$ cat src/rtl/axis_pkg.sv
// Shared types and helpers for the buffered AXI4-Stream slave and its FIFO.
package axis_pkg;

  typedef enum logic [1:0] {
    RX_IDLE = 2'd0,
    RX_PKT  = 2'd1
  } rx_state_e;

  // Occupancy counters must hold the value DEPTH itself, hence the extra bit.
  function automatic int cnt_width(input int depth);
    return $clog2(depth) + 1;
  endfunction

endpackage

$ cat src/rtl/axis_sync_fifo.sv
// First-word-fall-through synchronous FIFO with occupancy count.
// Full/empty come from the count; pointers wrap naturally at DEPTH (power of two).
module axis_sync_fifo import axis_pkg::*; #(
  parameter  int WIDTH = 9,
  parameter  int DEPTH = 16,
  localparam int CNT_W = cnt_width(DEPTH),
  localparam int PTR_W = $clog2(DEPTH)
) (
  input  logic             clk_i,
  input  logic             rst_ni,
  input  logic             push_i,
  input  logic [WIDTH-1:0] wdata_i,
  input  logic             pop_i,
  output logic [WIDTH-1:0] rdata_o,
  output logic [CNT_W-1:0] count_o
);

  localparam logic [CNT_W-1:0] FULL_CNT = CNT_W'(DEPTH);

  logic [WIDTH-1:0] mem_q [DEPTH];
  logic [PTR_W-1:0] wr_ptr_q, wr_ptr_d;
  logic [PTR_W-1:0] rd_ptr_q, rd_ptr_d;
  logic [CNT_W-1:0] count_q, count_d;
  logic             do_push, do_pop;

  assign do_push = push_i && (count_q != FULL_CNT);
  assign do_pop  = pop_i && (count_q != '0);

  always_comb begin
    wr_ptr_d = wr_ptr_q;
    rd_ptr_d = rd_ptr_q;
    count_d  = count_q;
    if (do_push) wr_ptr_d = wr_ptr_q + 1'b1;
    if (do_pop)  rd_ptr_d = rd_ptr_q + 1'b1;
    if (do_push && !do_pop)      count_d = count_q + 1'b1;
    else if (!do_push && do_pop) count_d = count_q - 1'b1;
  end

  always_ff @(posedge clk_i or negedge rst_ni) begin
    if (!rst_ni) begin
      wr_ptr_q <= '0;
      rd_ptr_q <= '0;
      count_q  <= '0;
    end else begin
      wr_ptr_q <= wr_ptr_d;
      rd_ptr_q <= rd_ptr_d;
      count_q  <= count_d;
    end
  end

  // Storage is not reset; stale entries are unreachable once the count is cleared.
  always_ff @(posedge clk_i) begin
    if (do_push) mem_q[wr_ptr_q] <= wdata_i;
  end

  assign rdata_o = mem_q[rd_ptr_q];
  assign count_o = count_q;

endmodule

$ cat src/rtl/axis_slave_buffered.sv
// AXI4-Stream slave buffering beats in a FWFT FIFO, with packet tracking and
// optional store-and-forward release of data to the user pop port.
module axis_slave_buffered import axis_pkg::*; #(
  parameter  int DATA_WIDTH  = 8,
  parameter  int DEPTH       = 16,
  parameter  int PACKET_MODE = 0,
  localparam int CNT_W       = cnt_width(DEPTH)
) (
  input  logic                  s_axis_aclk,
  input  logic                  s_axis_arstn,
  input  logic [DATA_WIDTH-1:0] s_axis_tdata,
  input  logic                  s_axis_tvalid,
  input  logic                  s_axis_tlast,
  output logic                  s_axis_tready,
  output logic [DATA_WIDTH-1:0] data_out,
  output logic                  data_last,
  output logic                  data_valid,
  input  logic                  data_ready,
  output logic [CNT_W-1:0]      fifo_count,
  output logic [CNT_W-1:0]      pkt_count,
  output logic                  rx_busy
);

  localparam logic [CNT_W-1:0] FULL_CNT = CNT_W'(DEPTH);

  logic                  init_done_q;
  rx_state_e             rx_state_q, rx_state_d;
  logic [CNT_W-1:0]      pkt_cnt_q, pkt_cnt_d;
  logic [CNT_W-1:0]      fifo_cnt;
  logic [DATA_WIDTH:0]   head;
  logic                  fifo_full, fifo_empty;
  logic                  push, pop;
  logic                  pkt_inc, pkt_dec;

  axis_sync_fifo #(
    .WIDTH (DATA_WIDTH + 1),
    .DEPTH (DEPTH)
  ) u_fifo (
    .clk_i   (s_axis_aclk),
    .rst_ni  (s_axis_arstn),
    .push_i  (push),
    .wdata_i ({s_axis_tlast, s_axis_tdata}),
    .pop_i   (pop),
    .rdata_o (head),
    .count_o (fifo_cnt)
  );

  assign fifo_full  = (fifo_cnt == FULL_CNT);
  assign fifo_empty = (fifo_cnt == '0);

  // tready depends only on flops, so data_ready never reaches it combinationally.
  assign s_axis_tready = init_done_q && !fifo_full;
  assign push          = s_axis_tvalid && s_axis_tready;

  // A full buffer releases data even without a complete packet to avoid deadlock.
  assign data_valid = !fifo_empty &&
                      ((PACKET_MODE == 0) || (pkt_cnt_q != '0) || fifo_full);
  assign pop        = data_valid && data_ready;

  assign data_out   = fifo_empty ? '0 : head[DATA_WIDTH-1:0];
  assign data_last  = !fifo_empty && head[DATA_WIDTH];
  assign fifo_count = fifo_cnt;
  assign pkt_count  = pkt_cnt_q;
  assign rx_busy    = (rx_state_q == RX_PKT);

  assign pkt_inc = push && s_axis_tlast;
  assign pkt_dec = pop && data_last;

  always_comb begin
    pkt_cnt_d = pkt_cnt_q;
    if (pkt_inc && !pkt_dec)                          pkt_cnt_d = pkt_cnt_q + 1'b1;
    else if (!pkt_inc && pkt_dec && pkt_cnt_q != '0)  pkt_cnt_d = pkt_cnt_q - 1'b1;
  end

  always_comb begin
    rx_state_d = rx_state_q;
    case (rx_state_q)
      RX_IDLE: if (push && !s_axis_tlast) rx_state_d = RX_PKT;
      RX_PKT:  if (push && s_axis_tlast)  rx_state_d = RX_IDLE;
      default: rx_state_d = RX_IDLE;
    endcase
  end

  always_ff @(posedge s_axis_aclk or negedge s_axis_arstn) begin
    if (!s_axis_arstn) begin
      init_done_q <= 1'b0;
      rx_state_q  <= RX_IDLE;
      pkt_cnt_q   <= '0;
    end else begin
      init_done_q <= 1'b1;
      rx_state_q  <= rx_state_d;
      pkt_cnt_q   <= pkt_cnt_d;
    end
  end

endmodule

$ cat config.mk
export PLATFORM = sky130hd
export DESIGN_NAME = axis_slave_buffered
export DESIGN_NICKNAME = d
export VERILOG_FILES = /design/src/rtl/axis_pkg.sv /design/src/rtl/axis_sync_fifo.sv /design/src/rtl/axis_slave_buffered.sv
export SDC_FILE = /design/constraint.sdc
export NUM_CORES = 1
export LEC_CHECK = 0
export CAP_MARGIN = 15
export CORE_ASPECT_RATIO = 0.8
export CORE_MARGIN = 1
export CORE_UTILIZATION = 36
export DETAILED_ROUTE_END_ITERATION = 10
export RECOVER_POWER = 25
export SETUP_SLACK_MARGIN = 0.2
export SLEW_MARGIN = 20
export SYNTH_ARGS = -nofsm -noshare
export SYNTH_HDL_FRONTEND = slang
export SYNTH_SLANG_ARGS = --single-unit
$ cat constraint.sdc
create_clock -name s_axis_aclk -period 3.4 [get_ports s_axis_aclk]
set_input_delay 0.85 -clock s_axis_aclk [delete_from_list [all_inputs] [get_ports s_axis_aclk]]
set_output_delay 0.85 -clock s_axis_aclk [all_outputs]
set_load 0.01 [all_outputs]
==> run_results.csv, run 1 <==
group,metric,value,unit
hold_path,hold_class,"reg2reg",
clocking,cts_inserted_buffers,17,
logic_synthesis,netlist_area,6780,µm²
placement,dpl.hpwl,8850,µm
logic_synthesis,synth_area_leaders,"edfxtp_1 (64%), mux4_2 (14%), dfrtp_1 (7.4%)",
pwr,leakagePower,2.90,nW
placement,preCtsSetupSlack,189,ps
setup_path,worst_setup_path_start_kind,"register",
cells_and_area,layout.nets,451,
grt,grt_start_max_net_pins,38,
status,status,"completed",
cells_and_area,fillerInstances,1581,
floorplan,core_area,18300,µm²
drt,dr.pass1.iters,4,
setup_path,critPathMaxFanout,8,
clocking,ctsHoldBuffers,0,
placement,port_buffers,34,
drt,drtIter0Drc,289,
logic_synthesis,syn_inst,346,
floorplan,num_io_pins,35,
logic_synthesis,synth_edf_count,144,
drt,antenna_left,0,
grt,antenna_found_initial,1,
setup_path,crit_path_cell_trace,"buf_12 > buf_6 > buf_16 > mux4_2 > mux4_2 > and2_4 > buf_6",
floorplan,initial_core_util,37.1,%
drt,via_count,3354,
logic_synthesis,synthFlopType,"edfxtp_1",
logic_synthesis,synth_top_area_share,63.7,%
drt,viasPerCell,4.86,
placement,gp_congestion,0.725,
drt,wire_per_inst,20.7,µm
timing,hold_viol_final,0,
timing,slew_viol_final,0,
clocking,cts.sinks,164,
cells_and_area,area_growth,23.5,%
clocking,cts-root-buf,"clkbuf_16",
logic_synthesis,yosysSeqAreaShare,71.1,%
setup_path,crit_arrival,2460,ps
setup_path,critPathTopFamily,"multiplexers",
grt,grt_pass1_vias,3541,
clocking,cts.htree.levels,4,
timing,worst_slack,86.2,ps
pwr,power.density,858,nW/µm²
setup_path,critPathSlowestCell,"mux4_2",
logic_synthesis,yosysWarnings,0,
floorplan,dieWidth,155,µm
cells_and_area,regArea,4830,µm²
cells_and_area,final_common_cell,"edfxtp_1",
logic_synthesis,synthArstFlopShare,12.2,%
drt,drc_errors,0,
pwr,ir_drop,0.000309,V
cells_and_area,final_cell_mix,"edfxtp_1 (144), mux4_2 (42), buf_4 (22)",
clocking,worstSkewPairLatency,420,ps
timing,final_period_minus_worst_setup_slack,3310,ps
cells_and_area,drive_above_1_share,28.9,%
timing,fmax,0.302,GHz
timing,tightest_slew,1150,ps
pwr,report.power.total,7.19,mW
setup_path,endpoint_kind,"output pin",
run,maxCapViolCount,0,
timing,fin_crit_sh,97.5,%
logic_synthesis,ys_ff_latch,164,
setup_path,critPathKind,"reg2out",
logic_synthesis,synth_top_area_cell,"edfxtp_1",
setup_path,cp_num_buf_inv,4,
cells_and_area,multi_input_comb_area,1870,µm²
grt,grtUsageTotal,16.2,%
drt,wirelength,14300,µm
timing,report.final.setup_viol,0,
setup_path,slowest_delay,510,ps
clocking,cts_tree,"done",
floorplan,rows,44,
setup_path,crit_required,2550,ps
clocking,clk_pin_slew,60,ps
clocking,cts_buffer_depth,2,
logic_synthesis,yosysUniqueCellTypes,39,
grt,grt_pass1_wl,22000,µm
timing,rsz0062_at_grt,"yes",
grt,grt-ovfl-total,0,
floorplan,dieHeight,125,µm
timing,slew_headroom,23.4,%
logic_synthesis,syn_avg_cell_area,19.6,µm²
floorplan,dieArea,19400,µm²
timing,setup_tns,0,ps
timing,clock_skew,5.32,ps
logic_synthesis,syn-num-nets,373,
==> cell usage after synthesis (all sizes together), types with 5 or more instances <==
master,n
buf,5
inv,12
clkbuf,7
dfrtp,20
xnor2,12
ha,12
nand2,12
mux4,42
mux2i,11
and2,25
edfxtp,144
o21ai,6
==> layout make-up <==
cell class	count	area share, %
Antenna cell	1	0.0299
Inverter	13	0.582
Multi-Input combinational cell	157	22.3
Clock inverter	11	1.61
Sequential cell	164	57.6
Tap cell	253	3.78
Timing Repair Buffer	71	8.91
Clock buffer	20	5.21
==> logic make-up after synthesis <==
| family | Yosys count | share of synthesized area, % |
|---|---|---|
| AO/OA/AOI/OAI | 20 | 2.03 |
| XOR/XNOR | 14 | 1.81 |
| adder cells (fa/ha/maj) | 14 | 2.80 |
| buffers and inverters | 25 | 1.79 |
| flip-flops | 164 | 71.1 |
| multiplexers | 55 | 16.0 |
| other | 1 | 0.0553 |
| AND/OR/NAND/NOR | 53 | 4.45 |
==> what timing repair did <==
action / 4_1_cts / 5_1_grt
setup endpoints to repair: 11 / 13
cloned: 3 / 0
pin swaps: 7 / 4
setup buffers: 9 / 1
resized for setup: 53 / 11
==> layer usage <==
metal / global-route usage (%) / vias to the layer above / share of wire [%]
met5: 0 / - / 0
met2: 25.0 / 56 / 48
met3: 4.04 / 16 / 4.7
met4: 6.06 / 0 / 1.5
li1: - / 1529 / -
met1: 22.3 / 1753 / 46
==> final timing paths <==
path | slack (ps) | start | cells past startpoint | to
setup / recovery | 90 | u_fifo.rd_ptr_q[0]$_DFFE_PN0P_ | 7 | data_out[0]
hold reg to reg | 510 | pkt_count[4]$_DFFE_PN0P_ | 1 | pkt_count[4]$_DFFE_PN0P_
hold / removal | 510 | pkt_count[4]$_DFFE_PN0P_ | 1 | pkt_count[4]$_DFFE_PN0P_
setup reg to reg | 240 | u_fifo.rd_ptr_q[0]$_DFFE_PN0P_ | 15 | pkt_count[4]$_DFFE_PN0P_
max in group asynchronous | 1450 | s_axis_arstn | 2 | u_fifo.rd_ptr_q[0]$_DFFE_PN0P_
min in group asynchronous | 1180 | s_axis_arstn | 2 | pkt_count[4]$_DFFE_PN0P_
==> power breakdown <==
group	leakage (nW)	switching (mW)	internal [mW]
Clock	0.274	0.725	1.14
Combinational	1.09	1.16	1.59
Sequential	1.53	0.161	2.40
==> per-stage QoR <==
step           hold slack, ps  cell area, µm²  std cells  util, %
2_1_floorplan             493            6780        346        -
3_3_place_gp              498            7590        645     41.5
3_5_place_dp              504            7590        645     41.5
4_1_cts                   516            8350        688     45.7
5_1_grt                   551            8380        689     45.8
6_report                  509            8380        690     45.9
==> flip-flops by register name, indices dropped and copies added, names as in the netlist <==
name and flops:
init_done_q 1, pkt_count 5, rx_state_q 1, u_fifo.count_o 5
u_fifo.mem_q 144, u_fifo.rd_ptr_q 4, u_fifo.wr_ptr_q 4
No activity file was read; power rests on OpenSTA's default activity.
==> run 2, diff against run 1 <==
--- a/config.mk
+++ b/config.mk
@@ -7,7 +7,7 @@
 export LEC_CHECK = 0
 export CAP_MARGIN = 15
 export CORE_ASPECT_RATIO = 0.8
-export CORE_MARGIN = 1
+export CORE_MARGIN = 4
 export CORE_UTILIZATION = 36
 export DETAILED_ROUTE_END_ITERATION = 10
 export RECOVER_POWER = 25
==> run_results.csv, run 2 (synthesis gave the netlist of run 1 again) <==
group,metric,value,unit
timing,fmax,0.302,GHz
grt,grt_pass1_wl,21600,µm
drt,antenna_left,0,
clocking,cts_tree,"done",
clocking,cts_inserted_buffers,17,
clocking,clk_pin_slew,60,ps
drt,viasPerCell,4.86,
grt,grtUsageTotal,14.1,%
floorplan,initial_core_util,37.0,%
setup_path,critPathMaxFanout,4,
placement,port_buffers,34,
drt,dr.pass1.iters,4,
clocking,cts.htree.levels,4,
setup_path,setup.worst_path.end,"data_out[2]",
timing,clock_skew,10.1,ps
drt,drc_errors,0,
cells_and_area,fillerInstances,1542,
setup_path,endpoint_kind,"output pin",
pwr,leakagePower,2.93,nW
cells_and_area,largest-register,"u_fifo.mem_q",
floorplan,dieWidth,161,µm
setup_path,worst_setup_path_start_kind,"register",
floorplan,num_io_pins,35,
setup_path,reg2reg_from,"u_fifo.rd_ptr_q[0]$_DFFE_PN0P_",
grt,antenna_found_initial,0,
setup_path,critPathKind,"reg2out",
timing,rsz0062_at_grt,"yes",
clocking,worstSkewPairLatency,420,ps
run,maxCapViolCount,0,
timing,setup_tns,0,ps
floorplan,rows,44,
clocking,cts_buffer_depth,2,
clocking,ctsHoldBuffers,0,
cells_and_area,final_core_util,46.2,%
drt,drtIter0Drc,294,
timing,report.final.setup_viol,0,
setup_path,crit_required,2550,ps
drt,wire_per_inst,20.3,µm
setup_path,r2r_slack,190,ps
pwr,power.density,859,nW/µm²
clocking,cts.sinks,164,
grt,grt-ovfl-total,0,
timing,slew_viol_final,0,
grt,grt_start_max_net_pins,38,
placement,gp_congestion,0.780,
timing,final_period_minus_worst_setup_slack,3310,ps
cells_and_area,final_common_cell,"edfxtp_1",
cells_and_area,area_growth,24.8,%
setup_path,crit_arrival,2460,ps
floorplan,core_area,18300,µm²
floorplan,dieHeight,131,µm
timing,slew_headroom,38.4,%
pwr,ir_drop,0.000388,V
hold_path,hold_class,"reg2reg",
drt,via_count,3366,
cells_and_area,largest_register_ff_count,144,
cells_and_area,layout.nets,453,
setup_path,rr_worst_depth,15,
cells_and_area,final_cell_mix,"edfxtp_1 (144), mux4_2 (42), buf_4 (22), and2_1 (19)",
clocking,cts-root-buf,"clkbuf_16",
placement,dpl.hpwl,8770,µm
timing,fin_crit_sh,97.5,%
status,status,"completed",
timing,tightest_slew,924,ps
cells_and_area,antenna_cells,0,
cells_and_area,drive_above_1_share,32.3,%
timing,hold_viol_final,0,
setup_path,regToRegEndpoint,"pkt_count[4]$_DFFE_PN0P_",
drt,wirelength,14100,µm
floorplan,dieArea,21100,µm²
setup_path,critPathLaunch,"u_fifo.rd_ptr_q[0]$_DFFE_PN0P_",
grt,grt_pass1_vias,3499,
-- run 2: cell types whose count changed in the layout (fill, tap and decap cells not counted), sizes merged, moves of 2 or more --
cell / delta
buf: +3
inv: +2
clkinvlp: +2
clkbuf: -4
-- run 2: timing repair --
item	in CTS	in global routing
resized for setup	58	14
pin swaps	9	5
cloned	2	0
endpoints found under the hold margin	0	0
endpoints found under the setup margin	10	13
setup buffers	11	3
-- run 2: worst min-delay path by stage --
| stage | start | end | slack [ps] | cells after the start |
|---|---|---|---|---|
| finish | rx_state_q[0]$_DFFE_PN0P_ | rx_state_q[0]$_DFFE_PN0P_ | 500 | 1 |
| global route | rx_state_q[0]$_DFFE_PN0P_ | rx_state_q[0]$_DFFE_PN0P_ | 520 | 1 |
| CTS | rx_state_q[0]$_DFFE_PN0P_ | rx_state_q[0]$_DFFE_PN0P_ | 500 | 1 |
| detailed placement | rx_state_q[0]$_DFFE_PN0P_ | rx_state_q[0]$_DFFE_PN0P_ | 490 | 1 |
| global placement | rx_state_q[0]$_DFFE_PN0P_ | rx_state_q[0]$_DFFE_PN0P_ | 480 | 1 |
| floorplan | u_fifo.wr_ptr_q[3]$_DFFE_PN0P_ | u_fifo.wr_ptr_q[3]$_DFFE_PN0P_ | 490 | 1 |
-- run 2: layer usage --
| layer | global-route usage [%] | part of all wire (%) | up-vias |
|---|---|---|---|
| met1 | 19.2 | 43 | 1751 |
| met5 | 0 | 0 | - |
| met2 | 23.2 | 51 | 68 |
| li1 | - | - | 1536 |
| met3 | 2.98 | 5.1 | 11 |
| met4 | 4.16 | 0.77 | 0 |
-- run 2: final cells by class --
type	instances	area [µm²]	share of cell area [%]
Tap cell	253	317	3.74
Clock inverter	15	158	1.86
Multi-Input combinational cell	157	1900	22.5
Inverter	13	48.8	0.577
Timing Repair Buffer	73	786	9.28
Sequential cell	164	4830	57.0
Clock buffer	17	425	5.03
-- run 2: critical path: stages, from the launching register on --
cell     delay, ps
dfrtp_2        410
buf_6          140
buf_12         110
buf_16         110
mux4_2         510
mux4_2         490
and2_1         150
buf_2          130
-- run 2: metrics by stage --
stage          total power, mW  cells  setup slack [ps]  cell area [µm²]  hold WS [ps]
2_1_floorplan             4.12    346               268             6780           493
3_5_place_dp              5.03    644               192             7580           490
6_report                  7.27    692              86.0             8460           498
4_1_cts                   7.26    689              73.1             8390           504
5_1_grt                   7.65    692              27.1             8460           517
3_3_place_gp              5.00    644               195             7580           480
-- run 2: power by group --
group	switching [mW]	total (mW)	leakage, nW	internal, mW
logic	1.20	2.85	1.12	1.64
clock network	0.770	1.85	0.277	1.08
registers	0.167	2.57	1.53	2.40
